## src/rtl/lfsr_ranged_rng.sv

```systemverilog
// Fibonacci XNOR LFSR (3..16 bits) with a rejection-sampling draw FSM that returns values in 0..RANGE-1.
// Optional build macro LFSR_EXCLUDE_EN adds EXCLUDE_VAL, a value the draw must never return.
`timescale 1ns/1ps

module lfsr_ranged_rng #(
    parameter int NUM_BITS  = 8,
    parameter int OUT_BITS  = 8,
    parameter int RANGE     = 160,
    parameter int MAX_TRIES = 16
) (
    input  logic                CLK,
    input  logic                RESET,
    input  logic                ENABLE,
    input  logic                SEED_LOAD,
    input  logic [NUM_BITS-1:0] SEED_IN,
    input  logic                REQ,
`ifdef LFSR_EXCLUDE_EN
    input  logic [OUT_BITS-1:0] EXCLUDE_VAL,
`endif
    output logic                BUSY,
    output logic                DONE,
    output logic [OUT_BITS-1:0] VALUE,
    output logic [NUM_BITS-1:0] RAND_OUT
);

    // Candidate arithmetic is done 17 bits wide so RANGE == 2^16 still compares correctly.
    localparam int CW = 17;
    localparam logic [CW-1:0] RANGE_C  = CW'(RANGE);
    localparam logic [7:0]    LAST_TRY = 8'(MAX_TRIES - 1);

    // Bit n-1 set for each 1-based tap n.
    function automatic logic [15:0] tap_mask(input int n);
        case (n)
            3:       tap_mask = 16'h0006;
            4:       tap_mask = 16'h000C;
            5:       tap_mask = 16'h0014;
            6:       tap_mask = 16'h0030;
            7:       tap_mask = 16'h0060;
            8:       tap_mask = 16'h00B8;
            9:       tap_mask = 16'h0110;
            10:      tap_mask = 16'h0240;
            11:      tap_mask = 16'h0500;
            12:      tap_mask = 16'h0829;
            13:      tap_mask = 16'h100D;
            14:      tap_mask = 16'h2015;
            15:      tap_mask = 16'h6000;
            16:      tap_mask = 16'hD008;
            default: tap_mask = 16'h0000;
        endcase
    endfunction

    localparam logic [NUM_BITS-1:0] TAPS = NUM_BITS'(tap_mask(NUM_BITS));

    generate
        if (NUM_BITS < 3 || NUM_BITS > 16) begin : g_bad_num_bits
            $error("lfsr_ranged_rng: NUM_BITS must be 3..16");
        end
        if (RANGE < 2 || RANGE > (1 << NUM_BITS) || 2 * RANGE < (1 << NUM_BITS)) begin : g_bad_range
            $error("lfsr_ranged_rng: RANGE outside legal bounds for NUM_BITS");
        end
        if (OUT_BITS < 1 || OUT_BITS > 16 || (1 << OUT_BITS) < RANGE) begin : g_bad_out_bits
            $error("lfsr_ranged_rng: OUT_BITS too narrow for RANGE");
        end
        if (MAX_TRIES < 1 || MAX_TRIES > 255) begin : g_bad_tries
            $error("lfsr_ranged_rng: MAX_TRIES must be 1..255");
        end
    endgenerate

    typedef enum logic {IDLE, DRAW} state_t;

    state_t                state_q, state_d;
    logic [NUM_BITS-1:0]   lfsr_q, lfsr_d;
    logic [7:0]            try_q, try_d;
    logic                  busy_q, busy_d;
    logic                  done_q, done_d;
    logic [OUT_BITS-1:0]   value_q, value_d;

    logic                  feedback;
    logic [CW-1:0]         cand;
    logic                  accept;
    logic [CW-1:0]         fallback;

    always_comb begin
        feedback = ~^(lfsr_q & TAPS);
        cand     = CW'(lfsr_q);
`ifdef LFSR_EXCLUDE_EN
        accept   = (cand < RANGE_C) && (cand != CW'(EXCLUDE_VAL));
        // An excluded in-range candidate can reach the last try, so only subtract when out of range.
        fallback = (cand < RANGE_C) ? cand : (cand - RANGE_C);
        if (fallback == CW'(EXCLUDE_VAL)) begin
            fallback = (fallback + CW'(1) == RANGE_C) ? '0 : (fallback + CW'(1));
        end
`else
        accept   = (cand < RANGE_C);
        fallback = cand - RANGE_C;
`endif
    end

    always_comb begin
        state_d = state_q;
        lfsr_d  = lfsr_q;
        try_d   = try_q;
        busy_d  = busy_q;
        done_d  = 1'b0;
        value_d = value_q;

        if (SEED_LOAD) begin
            lfsr_d = (SEED_IN == '1) ? '0 : SEED_IN;
        end else if (ENABLE || state_q == DRAW) begin
            lfsr_d = {lfsr_q[NUM_BITS-2:0], feedback};
        end

        case (state_q)
            IDLE: begin
                if (REQ) begin
                    state_d = DRAW;
                    busy_d  = 1'b1;
                    try_d   = '0;
                end
            end
            DRAW: begin
                // A seed load stalls the draw for a cycle so the new seed becomes the next candidate.
                if (!SEED_LOAD) begin
                    if (accept) begin
                        value_d = OUT_BITS'(cand);
                        done_d  = 1'b1;
                        busy_d  = 1'b0;
                        state_d = IDLE;
                    end else if (try_q == LAST_TRY) begin
                        value_d = OUT_BITS'(fallback);
                        done_d  = 1'b1;
                        busy_d  = 1'b0;
                        state_d = IDLE;
                    end else begin
                        try_d = try_q + 8'd1;
                    end
                end
            end
            default: state_d = IDLE;
        endcase
    end

    always_ff @(posedge CLK) begin
        if (RESET) begin
            state_q <= IDLE;
            lfsr_q  <= '0;
            try_q   <= '0;
            busy_q  <= 1'b0;
            done_q  <= 1'b0;
            value_q <= '0;
        end else begin
            state_q <= state_d;
            lfsr_q  <= lfsr_d;
            try_q   <= try_d;
            busy_q  <= busy_d;
            done_q  <= done_d;
            value_q <= value_d;
        end
    end

    assign BUSY     = busy_q;
    assign DONE     = done_q;
    assign VALUE    = value_q;
    assign RAND_OUT = lfsr_q;

endmodule

```

## config.mk

```make
export PLATFORM = sky130hd
export DESIGN_NAME = lfsr_ranged_rng
export DESIGN_NICKNAME = d
export VERILOG_FILES = /design/src/rtl/lfsr_ranged_rng.sv
export SDC_FILE = /design/constraint.sdc
export NUM_CORES = 1
export LEC_CHECK = 0
export CORE_ASPECT_RATIO = 0.6
export CORE_UTILIZATION = 48
export CTS_CLUSTER_SIZE = 14
export DETAILED_ROUTE_END_ITERATION = 8
export PLACE_DENSITY = 0.77
export SYNTH_ARGS = -nofsm -noshare
export SYNTH_HDL_FRONTEND = slang
export SYNTH_SLANG_ARGS = --single-unit
export TNS_END_PERCENT = 30
```

## constraint.sdc

```tcl
create_clock -name CLK -period 1.78 [get_ports CLK]
set_input_delay 0.356 -clock CLK [delete_from_list [all_inputs] [get_ports CLK]]
set_output_delay 0.356 -clock CLK [all_outputs]
set_load 0.03 [all_outputs]
```

Word level (Yosys, flattened, before mapping):

Index checks and enable logic that the tools add are counted.

* add/subtract/negate cells: 2
* order comparisons: 1
* eq/ne operators: 7
* mux-type cells: 22
* bitwise gates (word level): 2
* reductions and logical operators: 8

Operators by type and width (number)
* $mux W8: 9
* $pmux W8 S2: 1
* $mux W1: 10
* $add A8 B1 Y8 const B: 1
* $eq A8 B4 Y1 const B: 1
* $eq A8 B8 Y1 const B: 1
* $lt A8 B8 Y1 const B: 1
* $ne A2 B2 Y1 const B: 4
* $reduce_xnor A8 Y1: 1
* $sub A8 B8 Y8 const B: 1
* $reduce_and A3 Y1: 2
* $pmux W1 S2: 2
* $reduce_and A4 Y1: 1
* $reduce_bool A2 Y1: 2
* $ne A3 B1 Y1 const B: 1
* $reduce_or A3 Y1: 1
* $not A1 Y1: 2
* $logic_or A1 B1 Y1: 1

* bits in registers: 27
* input bits: 13
* word-level logic and storage cells: 48

Depth between registers and ports, before layout:

* depth in word-level cells: 5
* mapped depth: 6
* mapped depth without buffers: 5

Least setup slack after synthesis:

Ideal clock, no wire load.

* path kind: reg-to-reg
* start point: register lfsr_q[7] (netlist: RAND_OUT[7])
* end point: register try_q[6]
* setup time: 0.068 ns
* data arrival time: 1.617 ns
* path slack: 0.095 ns
* stages on the path, launching flop included: 6
* buffers on the path: 1
* clock period less this slack: 1.685 ns
* cell sequence: dfxtp_1 > buf_2 > o21a_1 > o211ai_2 > or4_1 > a21oi_2

* word-level cells in the longest chain between the ends: 3

Ends and longest elaborated chain
* start: declaration: RTL line 72 `logic [NUM_BITS-1:0] lfsr_q, lfsr_d;`
* start signal: assignment: RTL line 153 `lfsr_q <= lfsr_d;`
* $lt A8 B8 Y1: RTL line 94 `accept = (cand < RANGE_C);`
* $ne A2 B2 Y1 (no line)
* $reduce_and A4 Y1 (no line)
* end signal: assignment: RTL line 154 `try_q <= try_d;`
* end: declaration: RTL line 73 `logic [7:0] try_q, try_d;`

Every way passes these cells.
A chain may end at the register's enable or synchronous reset.

Final worst setup path:

* start point: input port SEED_LOAD
* end point: register try_q[5]

* word-level cells in the longest chain between the ends: 2

Ends and longest elaborated chain
* start: declaration: RTL line 14 `input logic SEED_LOAD,`
* $ne A2 B2 Y1 (no line)
* $reduce_and A4 Y1 (no line)

Every way passes these cells.

==> summary.md <==
| Metric | Value |
|---|---|
| Outcome | complete, no violations |
| Max-slew headroom | 0.715 |
| Final antenna-violating net count | 0 |
| Synth area leader | dfxtp_1 |
| CTS tree | yes |
| Initial antenna violation count | 0 |
| Max Clock Freq | 0.577 GHz |
| First-pass GRT wire length | 5710 um |
| # IOs | 31 |
| Slew Limit Fails | 0 |
| Largest net degree at the start of global routing | 17 |
| Final setup vio count | 0 |
| Crit. End Element | flip-flop |
| Overall Power | 1.31 mW |
| Num rows | 14 |
| Critical-path top delay cell | clkdlybuf4s50_1 |
| Max VDD drop | 432 uV |
| Distinct cells, synth | 40 |
| Finished Core Util | 0.711 |
| CTS Buffer Depth | 2 |
| Max-cap viol count | 0 |
| Setup TNS Final | 0 ns |
| Crit path largest cell delay | 0.52 ns |
| Initial Util | 0.512 |
| Post-route DRC | 0 |
| Die height | 42.3 um |
| Clock Root Buffer | clkbuf_8 |
| Min cycle time layout | 1.73 ns |
| Vias in the first global route | 1228 |
| Die W | 69.2 um |
| GRT Residual Overflow | 0 |
| Total via count in the routed design | 1332 |
| Yosys warns | 0 |
| Post-synth EDFFs | 0 |
| Final Cell Area | 0.00181 mm^2 |
| Share of cells above drive strength 1 | 0.201 |
| WS Path Type | input pin to flip-flop |
| Synth top area cells | dfxtp_1, a21oi_1, a221oi_1 |
| Fin crit share | 0.973 |
| ANT cells | 0 |
| Slew @ Worst Pin | 0.428 ns |
| Top cell family by delay on the critical path | buffers and inverters |
| Routability congestion estimate from global placement | 0.824 |
| I/O Buffers | 30 |
| Netlist Area Pre-Place | 0.00130 mm^2 |
| DRC violation total after the first TritonRoute iteration | 124 |
| Post-synthesis instance total | 151 |
| Layout Skew | 0.00408 ns |
| Area of the core | 0.00254 mm^2 |
| Die area | 0.00293 mm^2 |
| Nets@finish | 210 |
| Clock slew at reported path FFs | 0.10 ns |
| Num CTS Buffers | 3 |
| Average wire per standard cell | 15.8 um |
| Hold crit path type | flip-flop to flip-flop |
| Synth Flop Type | dfxtp_1 |
| CTS Sinks | 27 |
| Final Hold Viols | 0 |
| Vias per std cell | 5.89 |
| Number of H-tree levels | 1 |
| Final WS setup | 0.0474 ns |
| DRT Wirelength | 3570 um |
| Post-Place Cells | 220 |
| Hold-fix buffers, CTS | 0 |
| WP data required | 1.99 ns |
| Pre-CTS WS | -0.301 ns |
| Static Leak | 0.643 nW |
| CP arrival | 1.94 ns |
| #FFs+latches synth | 27 |
| Syn nets | 166 |
| Average cell area after synthesis | 8.61 um^2 |
| Worst setup SP type | input pin |
| Hold Slack | 0.482 ns |
| CP cell instances | clkdlybuf4s50_1, nor2b_2, o211ai_4, buf_4, or3_1, a21oi_2 |
| Drt pass-1 iters | 4 |
| Share of flip-flops with an asynchronous set or reset | 0 |
| Skew-Pair Late Insertion Delay | 0.28 ns |
| HPWL after DPL | 2610 um |
| Gr usage total | 0.249 |
| Post-placement cell area | 0.00171 mm^2 |
| Final std cells w/o fill | 226 |
| PwrDens | 723 mW/mm^2 |
| Area delta synth->final | 39.0% |
| CP bufs+invs | 2 |
| Register area share after synthesis | 0.416 |
| CP max FO | 6 |
| Yosys top cell area share | 0.416 |
worst paths after layout:
path | cells past startpoint | slack [ns] | end | start
worst max-delay path | 6 | 0.05 | try_q[5] | SEED_LOAD
worst max register to register | 5 | 0.08 | try_q[0] | try_q[5]
worst min register to register | 2 | 0.48 | VALUE[1] | VALUE[1]
worst min-delay path | 2 | 0.48 | VALUE[1] | VALUE[1]
power breakdown:
group	switching [mW]	leakage, nW	total (mW)	internal [mW]
registers	0.0311	0.222	0.662	0.631
clock network	0.201	0.0217	0.361	0.159
logic	0.155	0.399	0.284	0.129
total	0.387	0.643	1.31	0.919
synthesized netlist by cell type, drive strengths merged (2+ instances only):
cell	instances
dfxtp	27
nor3	9
o21ai	13
nand2	5
or3	5
a211oi	5
buf	5
nand3	9
xnor2	2
and3	2
or4	2
and4	2
nor4	4
nor2	12
xor2	3
inv	3
a221oi	7
nand2b	4
clkbuf	4
ha	2
a21oi	17
cell usage in the layout (no fill, tap or decap), types with 5 or more instances in the layout:
cell / synthesis / routed
nor3_1: 8 / 8
clkdlybuf4s50_1: 0 / 26
buf_4: 1 / 17
nor2_1: 12 / 12
or3_1: 5 / 5
dfxtp_1: 27 / 24
a21oi_2: 4 / 5
o21ai_0: 8 / 8
a221oi_1: 7 / 7
nand2_1: 5 / 5
a21oi_1: 13 / 12
nand3_1: 9 / 9
tightest hold or removal path: cells and delay by family (launching register included):
family | cells | cell delay (ns)
flops | 1 | 0.32
compound gates | 2 | 0.13
registers in the layout (all words and copies together), names as in the netlist:
name and count:
RAND_OUT 8, state_q 1, try_q 8, VALUE 8
DONE 1, BUSY 1
area by class of cell:
cell class / instances / area, um^2
clock inverters: 1 / 7.51
well taps: 32 / 40.0
repair buffers: 48 / 434
flip-flops and latches: 27 / 544
inverters: 4 / 15.0
multi-input cells: 111 / 724
clock buffers: 3 / 41.3
fillers: 196 / 733
cell families (layout without fill, tap and decap cells):
family,after synthesis,after routing,synth area share
xor gates and xnor gates,5,5,0.0337
AOI/OAI and AO/OA,47,47,0.243
and+or+nand+nor,56,56,0.232
adders and majority gates,2,2,0.0192
buffers and inverters,13,56,0.0481
muxes,1,1,0.00866
DFF,27,27,0.416
repair_timing:
action                                  in CTS  in global routing
hold endpoints to repair                     0                  0
pin swaps                                    0                  2
buffers inserted                             0                  2
gates resized for setup                      5                  8
endpoints found under the setup margin       5                 21
per-layer routing:
layer | GRT usage | share of wire | vias to the layer above
met1 | 0.349 | 0.45 | 611
met5 | 0 | 0 | -
met2 | 0.390 | 0.44 | 63
met4 | 0.0571 | 0.021 | 0
met3 | 0.0601 | 0.081 | 8
li1 | - | - | 650
Note: power is estimated with default switching activity, not from simulation.
